[config.mk]
export PLATFORM = sky130hd
export DESIGN_NAME = fp_result_serializer_flat
export DESIGN_NICKNAME = d
export VERILOG_FILES = /design/src/rtl/fp_result_serializer_if.sv /design/src/rtl/fp_result_serializer.sv /design/src/flat_wrapper.sv
export SDC_FILE = /design/constraint.sdc
export NUM_CORES = 1
export LEC_CHECK = 0
export CAP_MARGIN = 15
export CORE_AREA = 2 2 118 120
export CTS_CLUSTER_SIZE = 28
export DETAILED_ROUTE_END_ITERATION = 8
export DIE_AREA = 0 0 120 122
export PLACE_DENSITY_LB_ADDON = 0.15
export SETUP_SLACK_MARGIN = 0.5
export SLEW_MARGIN = 0
export SYNTH_ARGS = -nofsm -noshare
export SYNTH_HDL_FRONTEND = slang
export SYNTH_SLANG_ARGS = --single-unit
export TNS_END_PERCENT = 30
[constraint.sdc]
create_clock -name clk_pll -period 2.13 [get_ports clk_pll]
set_input_delay 0.3195 -clock clk_pll [delete_from_list [all_inputs] [get_ports clk_pll]]
set_output_delay 0.3195 -clock clk_pll [all_outputs]
set_load 0.005 [all_outputs]
[src/rtl/fp_result_serializer_if.sv]
// Result-word input and TX FIFO byte output of the FP result serializer.
// The master side feeds words and FIFO status; the slave side is the serializer.
interface fp_result_serializer_if #(
    parameter int unsigned WORD_BYTES = 4
);
    logic [8*WORD_BYTES-1:0] data;
    logic                    data_valid;
    logic                    FIFO_full;
    logic [7:0]              FIFO_input_data;
    logic                    FIFO_push_data;
    logic                    busy;
    logic                    overflow;

    modport master (
        output data, data_valid, FIFO_full,
        input  FIFO_input_data, FIFO_push_data, busy, overflow
    );

    modport slave (
        input  data, data_valid, FIFO_full,
        output FIFO_input_data, FIFO_push_data, busy, overflow
    );
endinterface

[src/rtl/fp_result_serializer.sv]
// Queues non-stallable FP results and serializes each word LSB-first into
// the USB TX FIFO, honouring FIFO_full backpressure.
module fp_result_serializer #(
    parameter int unsigned WORD_BYTES  = 4,
    parameter int unsigned QUEUE_DEPTH = 4
) (
    input  logic                  clk_pll,
    input  logic                  reset_n,
    fp_result_serializer_if.slave bus
);
    localparam int unsigned DATA_W = 8 * WORD_BYTES;
    localparam int unsigned PTR_W  = (QUEUE_DEPTH > 1) ? $clog2(QUEUE_DEPTH) : 1;
    localparam int unsigned CNT_W  = $clog2(QUEUE_DEPTH) + 1;
    localparam int unsigned BCNT_W = (WORD_BYTES > 1) ? $clog2(WORD_BYTES) : 1;

    localparam logic [CNT_W-1:0]  FULL_CNT  = CNT_W'(QUEUE_DEPTH);
    localparam logic [BCNT_W-1:0] LAST_BYTE = BCNT_W'(WORD_BYTES - 1);

    typedef enum logic {
        IDLE = 1'b0,
        SEND = 1'b1
    } state_t;

    state_t              state_q;
    state_t              state_d;
    logic [DATA_W-1:0]   mem [QUEUE_DEPTH];
    logic [PTR_W-1:0]    wr_ptr_q;
    logic [PTR_W-1:0]    rd_ptr_q;
    logic [CNT_W-1:0]    count_q;
    logic [DATA_W-1:0]   shift_q;
    logic [BCNT_W-1:0]   byte_cnt_q;
    logic                overflow_q;

    logic                push_c;
    logic                pop_c;
    logic                wr_c;
    logic                drop_c;

    assign push_c = (state_q == SEND) && !bus.FIFO_full;

    // Next state and pop decision; a pop on the last byte keeps words gapless.
    always_comb begin
        state_d = state_q;
        pop_c   = 1'b0;
        case (state_q)
            IDLE: begin
                if (count_q != '0) begin
                    pop_c   = 1'b1;
                    state_d = SEND;
                end
            end
            SEND: begin
                if (push_c && (byte_cnt_q == LAST_BYTE)) begin
                    if (count_q != '0) begin
                        pop_c = 1'b1;
                    end else begin
                        state_d = IDLE;
                    end
                end
            end
            default: state_d = IDLE;
        endcase
    end

    // A word arriving at full is still taken if the head leaves on the same edge.
    assign wr_c   = bus.data_valid && ((count_q != FULL_CNT) || pop_c);
    assign drop_c = bus.data_valid && (count_q == FULL_CNT) && !pop_c;

    always_ff @(posedge clk_pll or negedge reset_n) begin
        if (!reset_n) begin
            state_q <= IDLE;
        end else begin
            state_q <= state_d;
        end
    end

    always_ff @(posedge clk_pll) begin
        if (wr_c) begin
            mem[wr_ptr_q] <= bus.data;
        end
    end

    always_ff @(posedge clk_pll or negedge reset_n) begin
        if (!reset_n) begin
            wr_ptr_q   <= '0;
            rd_ptr_q   <= '0;
            count_q    <= '0;
            shift_q    <= '0;
            byte_cnt_q <= '0;
            overflow_q <= 1'b0;
        end else begin
            if (wr_c) begin
                wr_ptr_q <= wr_ptr_q + PTR_W'(1);
            end
            if (pop_c) begin
                rd_ptr_q   <= rd_ptr_q + PTR_W'(1);
                shift_q    <= mem[rd_ptr_q];
                byte_cnt_q <= '0;
            end else if (push_c) begin
                shift_q    <= shift_q >> 8;
                byte_cnt_q <= byte_cnt_q + BCNT_W'(1);
            end
            case ({wr_c, pop_c})
                2'b10:   count_q <= count_q + CNT_W'(1);
                2'b01:   count_q <= count_q - CNT_W'(1);
                default: count_q <= count_q;
            endcase
            if (drop_c) begin
                overflow_q <= 1'b1;
            end
        end
    end

    assign bus.FIFO_input_data = shift_q[7:0];
    assign bus.FIFO_push_data  = push_c;
    assign bus.busy            = (state_q != IDLE) || (count_q != '0);
    assign bus.overflow        = overflow_q;
endmodule

[src/flat_wrapper.sv]
// flat-port wrapper written by rule: the top's interface ports become plain ports
module fp_result_serializer_flat 
#(
    parameter int unsigned WORD_BYTES  = 4,
    parameter int unsigned QUEUE_DEPTH = 4
)
  (clk_pll, reset_n, bus_data, bus_data_valid, bus_FIFO_full, bus_FIFO_input_data, bus_FIFO_push_data, bus_busy, bus_overflow);
  fp_result_serializer_if #(.WORD_BYTES(WORD_BYTES)) bus_i ();
  input  logic clk_pll;
  input  logic reset_n;
  input wire logic [$bits(bus_i.data)-1:0] bus_data;
  input wire logic [$bits(bus_i.data_valid)-1:0] bus_data_valid;
  input wire logic [$bits(bus_i.FIFO_full)-1:0] bus_FIFO_full;
  output wire logic [$bits(bus_i.FIFO_input_data)-1:0] bus_FIFO_input_data;
  output wire logic [$bits(bus_i.FIFO_push_data)-1:0] bus_FIFO_push_data;
  output wire logic [$bits(bus_i.busy)-1:0] bus_busy;
  output wire logic [$bits(bus_i.overflow)-1:0] bus_overflow;
  assign bus_i.data = bus_data;
  assign bus_i.data_valid = bus_data_valid;
  assign bus_i.FIFO_full = bus_FIFO_full;
  assign bus_FIFO_input_data = bus_i.FIFO_input_data;
  assign bus_FIFO_push_data = bus_i.FIFO_push_data;
  assign bus_busy = bus_i.busy;
  assign bus_overflow = bus_i.overflow;
  fp_result_serializer #(.WORD_BYTES(WORD_BYTES), .QUEUE_DEPTH(QUEUE_DEPTH)) u_core (.clk_pll(clk_pll), .reset_n(reset_n), .bus(bus_i));
endmodule
Word level (Yosys, flattened, before mapping)
Memory sizes are Yosys's and may differ from the RTL's. Cells that the tools add are included.

Add/subtract/negate cells: 5. Equal/unequal tests: 5. Mux-type cells: 12. Bitwise operators: 1. Reductions and logical operators: 12.

Operators with widths (count): $mux 32 (2); $add 2x1->2 const B (3); $pmux 3 s2 (1); $logic_and 1x1->1 (5); $mux 1 (5); $eq 2x2->1 const B (2); $mux 2 (2); $pmux 1 s2 (2); $reduce_bool 2->1 (2); $add 3x1->3 const B (1); $eq 3x3->1 const B (1); $ne 3x3->1 const B (1); $reduce_bool 3->1 (1); $sub 3x1->3 const B (1); $eq 2x1->1 const B (1); $logic_not 1->1 (2); $logic_or 1x1->1 (2); $not 1->1 (1).

Bits in registers: 43. Memory bits (writable): 128. Logic and storage cells: 43. Memories kept: 1.

Memories: u_core.mem (words 4, bits a word 32, rd ports 1, clocked after Yosys merged registers in 0, write ports 1, line fp_result_serializer.sv:26) `logic [DATA_W-1:0] mem [QUEUE_DEPTH];`.

Logic depth before layout (Yosys ltp)
Gate-level depths: netlist of run 1.

Depth after elaboration: 9. Gate-level depth with buffers: 10. Mapped depth without buffers: 10.

Worst setup path after synthesis of run 1
OpenSTA, ideal clock, no wires.

Path type: reg-to-reg. Start: register u_core.byte_cnt_q[0]. End: register u_core.count_q[2]. Setup time: 79 ps. Arrival time: 2236 ps. Setup slack: -185 ps. Stages on the path, launching flop included: 11. Buffers on the path: 1. Clock period less this slack: 2315 ps. Cells stage by stage: dfrtp_1 -> ha_1 -> nand2b_1 -> a21oi_4 -> buf_2 -> ha_1 -> inv_1 -> fa_1 -> xor2_1 -> nor2_1 -> xor2_1.

Cells in the longest elaborated chain, start to end: 8.

RTL lines: from (decl) (line fp_result_serializer.sv:31) `logic [BCNT_W-1:0] byte_cnt_q;`; from (signal assigned) (line fp_result_serializer.sv:101) `byte_cnt_q <= byte_cnt_q + BCNT_W'(1);`; $eq 2x2->1 * (line fp_result_serializer.sv:53) `if (push_c && (byte_cnt_q == LAST_BYTE)) begin`; $logic_and 1x1->1 * (line fp_result_serializer.sv:53); $mux 1 * (line fp_result_serializer.sv:53); $pmux 1 s2 * (line fp_result_serializer.sv:45) `case (state_q)`; via u_core.pop_c (line fp_result_serializer.sv:35) `logic pop_c;`; $logic_or 1x1->1 (line fp_result_serializer.sv:66) `assign wr_c = bus.data_valid && ((count_q != FULL_CNT) || pop_c);`; $logic_and 1x1->1 (line fp_result_serializer.sv:66); $eq 2x1->1 or $eq 2x2->1 (tied branches) (line fp_result_serializer.sv:103) `case ({wr_c, pop_c})`; $pmux 3 s2 or $reduce_bool 2->1 (tied branches); to (signal assigned) (line fp_result_serializer.sv:104) `2'b10: count_q <= count_q + CNT_W'(1);`; to (signal assigned) (line fp_result_serializer.sv:105) `2'b01: count_q <= count_q - CNT_W'(1);`; to (signal assigned) (line fp_result_serializer.sv:106) `default: count_q <= count_q;`; to (decl) (line fp_result_serializer.sv:29) `logic [CNT_W-1:0] count_q;`.

Mark *: on every way through the listed nets, which the timed path passes. The rest lies on a longest branch. A chain may end at the register's enable or synchronous reset.

Final worst setup path of run 1
Start: register u_core.count_q[1]. End: register u_core.count_q[2].

Cells in the longest elaborated chain, start to end: 8.

RTL lines (line): $reduce_bool 3->1 (fp_result_serializer.sv:47, fp_result_serializer.sv:54); $mux 1 (fp_result_serializer.sv:47, fp_result_serializer.sv:54); $mux 1 (fp_result_serializer.sv:53); $pmux 1 s2 (fp_result_serializer.sv:45); $logic_or 1x1->1 (fp_result_serializer.sv:66); $logic_and 1x1->1 (fp_result_serializer.sv:66); $eq 2x1->1 or $eq 2x2->1 (tied branches) (fp_result_serializer.sv:103); $pmux 3 s2 or $reduce_bool 2->1 (tied branches).

Several ways; a longest one is shown, not always the timed one.

==> metrics, run 1 <==
Area growth syn-to-layout 25.2%; Peak Freq 522 MHz; leading area contributor after synthesis edfxtp_1; vias 3,277; synthesized flop and latch total 171; Slew @ Worst Pin 404 ps; Mapped Area 6900 um^2; DIE HEIGHT 122 um; Setup Skew 10.2 ps; endpoints failing setup 0; core area 13,500 um^2; VDD IR max 647 uV; synth cell count leaders 128 x edfxtp_1, 43 x dfrtp_1, 32 x mux4_2; filler instances 954; status complete, no violations; most frequent cell after synthesis edfxtp_1; asr flop ratio synth 0.251; root buffer cell clkbuf_16; Synth area leaders edfxtp_1 56%, dfrtp_1 16%, mux4_2 10%, mux2_2 4.9%, mux2_4 4.1%; Synth Warn # 0; sequential share of the synthesized area 0.713; Yosys cell types 27; critical path arrival 2210 ps; CP Capture Type flop; filler-free cell count of the finished design 621; Starting Density 0.511; Routed Antenna Nets 0; GR Util All Layers 0.185; nets 471; final non-filler cell area 8640 um^2; antenna violations before repair 0; Most used DFF post-synth edfxtp_1; share of cells above drive strength 1 0.392; # port buffers 46; largest net degree at the start of global routing 34; gp weighted congestion 0.693; clock tree from TritonCTS yes; Final min period 1910 ps; Skew-Pair Late Insertion Delay 420 ps; drt first pass iters 4; number of diodes 0; Routed WL 12,600 um; Hold Slack 360 ps; die area 14,600 um^2; final hold vios 0; Longest Clk Path Bufs 2; DRC Markers 0; fin util 0.640; period utilisation layout 0.899; hpwl dp 7500 um; num rows 43; drt first-iter violations 181; Register-to-Register Setup Slack 220 ps; Post-Syn Instances 343; required time worst endpoint 2430 ps; Leak 0.00323 uW; Placed Area 7790 um^2; Worst Path Class, Setup reg2reg; unrepaired setup endpoints after global routing true; Worst slew margin 0.731; pwr dens 1290 nW/um^2; IO Count 47; CP max FO 3; crit path launch type flop; remaining global-route overflow 0; vias in the first global route 3,509; clock sinks 171; first-pass GRT wire length 19,400 um; synthesized area per cell 20.1 um^2; share of the synthesized area in the top cell type 0.557; wire per inst 20.2 um; Post-Syn Nets 386; number of synthesized flops with an enable pin 128; worst hold path type in2async; H-tree depth 4; max cap viols 0; Cells after DPL 570; Clk pin slew, worst setup/hold paths 60 ps; Num CTS Buffers 17; die span in x 120 um; DR vias/cell 5.28; Pins Over Slew Limit 0
where the power goes:
group	internal [uW]	switching (uW)	leakage [uW]
combinational	2090	1480	0.00125
clock	1600	1210	0.000261
sequential	4440	337	0.00172
cell usage in the layout (no fill, tap or decap), types with 7 or more instances in the layout:
master and instances:
buf_6 7, mux4_2 32, buf_12 14, buf_4 16
mux2_2 30, nand2_1 12, edfxtp_1 128, clkdlybuf4s50_1 43
dfrtp_1 39, mux2i_1 9, mux2_4 19, inv_1 14
clkbuf_16 19
cell families after synthesis:
| kind of cell | share of synthesized area |
|---|---|
| mux | 0.208 |
| simple gates | 0.0169 |
| buf+inv | 0.0332 |
| fa+ha+maj | 0.0138 |
| compound gates | 0.00653 |
| xor+xnor | 0.00889 |
| flops | 0.713 |
final cells by class:
cell class                 count  area, um^2  area share
timing repair buffer          89        1060       0.123
clock buffer                  21         440      0.0510
clock inverter                11        96.3      0.0112
sequential                   171        4920       0.570
multi-input combinational    132        1820       0.211
tap                          180         225      0.0261
inverter                      17        63.8     0.00739
flip-flops by register name, summed over array words and instances, names as in the netlist:
signal,cells
u_core.wr_ptr_q,2
u_core.byte_cnt_q,2
u_core.mem,128
u_core.shift_q,32
u_core.rd_ptr_q,2
u_core.count_q,3
u_core.bus.overflow,1
u_core.state_q,1
metal layers:
layer	track usage	vias to the layer above	share of wire	wire length, um
li1	-	1485	-	-
met1	0.244	1718	0.44	5570
met2	0.301	59	0.51	6390
met3	0.0440	15	0.034	422
met4	0.0706	0	0.015	187
met5	0	-	0	0
critical path, cell delays in order (launching register included):
cell and delay (ps):
dfrtp_2 430, nor3b_4 260, a31oi_4 120, inv_2 70
ha_4 120, inv_2 30, fa_2 340, xor2_1 180
nor2_1 70, xor2_1 160
worst paths after layout:
path	depth (start not counted)	startpoint	end
max in group asynchronous	3	reset_n	u_core.shift_q[15]$_DFFE_PN0P_
worst min register to register	1	u_core.bus.overflow$_DFFE_PN0P_	u_core.bus.overflow$_DFFE_PN0P_
worst max-delay path	9	u_core.count_q[1]$_DFFE_PN0P_	u_core.count_q[2]$_DFFE_PN0P_
worst min-delay path	2	reset_n	u_core.shift_q[3]$_DFFE_PN0P_
min in group clk_pll	1	u_core.bus.overflow$_DFFE_PN0P_	u_core.bus.overflow$_DFFE_PN0P_
worst max register to register	9	u_core.count_q[1]$_DFFE_PN0P_	u_core.count_q[2]$_DFFE_PN0P_
stage by stage:
step	worst slack, ps	TNS [ps]	power (uW)
global placement	13.2	0	7940
CTS	276	0	11200
floorplan	118	0	6910
global route	158	0	11700
finish	216	0	11200
detailed placement	-49.5	-49.5	8030
timing repair:
action | CTS | global route
endpoints found under the setup margin | 164 | 171
hold buffers | 1 | 0
buffers inserted | 10 | 4
cloned | 2 | 2
endpoints found under the hold margin | 15 | 0
gates resized for setup | 23 | 4
pin swaps | 5 | 5
(Power assumes the default switching activity.)
==> inputs of run 2 (changes only) <==
--- a/config.mk
+++ b/config.mk
@@ -7,7 +7,7 @@
 export LEC_CHECK = 0
 export CAP_MARGIN = 15
 export CORE_AREA = 2 2 118 120
-export CTS_CLUSTER_SIZE = 28
+export CTS_CLUSTER_SIZE = 20
 export DETAILED_ROUTE_END_ITERATION = 8
 export DIE_AREA = 0 0 120 122
 export PLACE_DENSITY_LB_ADDON = 0.15
==> results of run 2 <==
No change in the layout: final DEF, timing and power equal those of run 1.
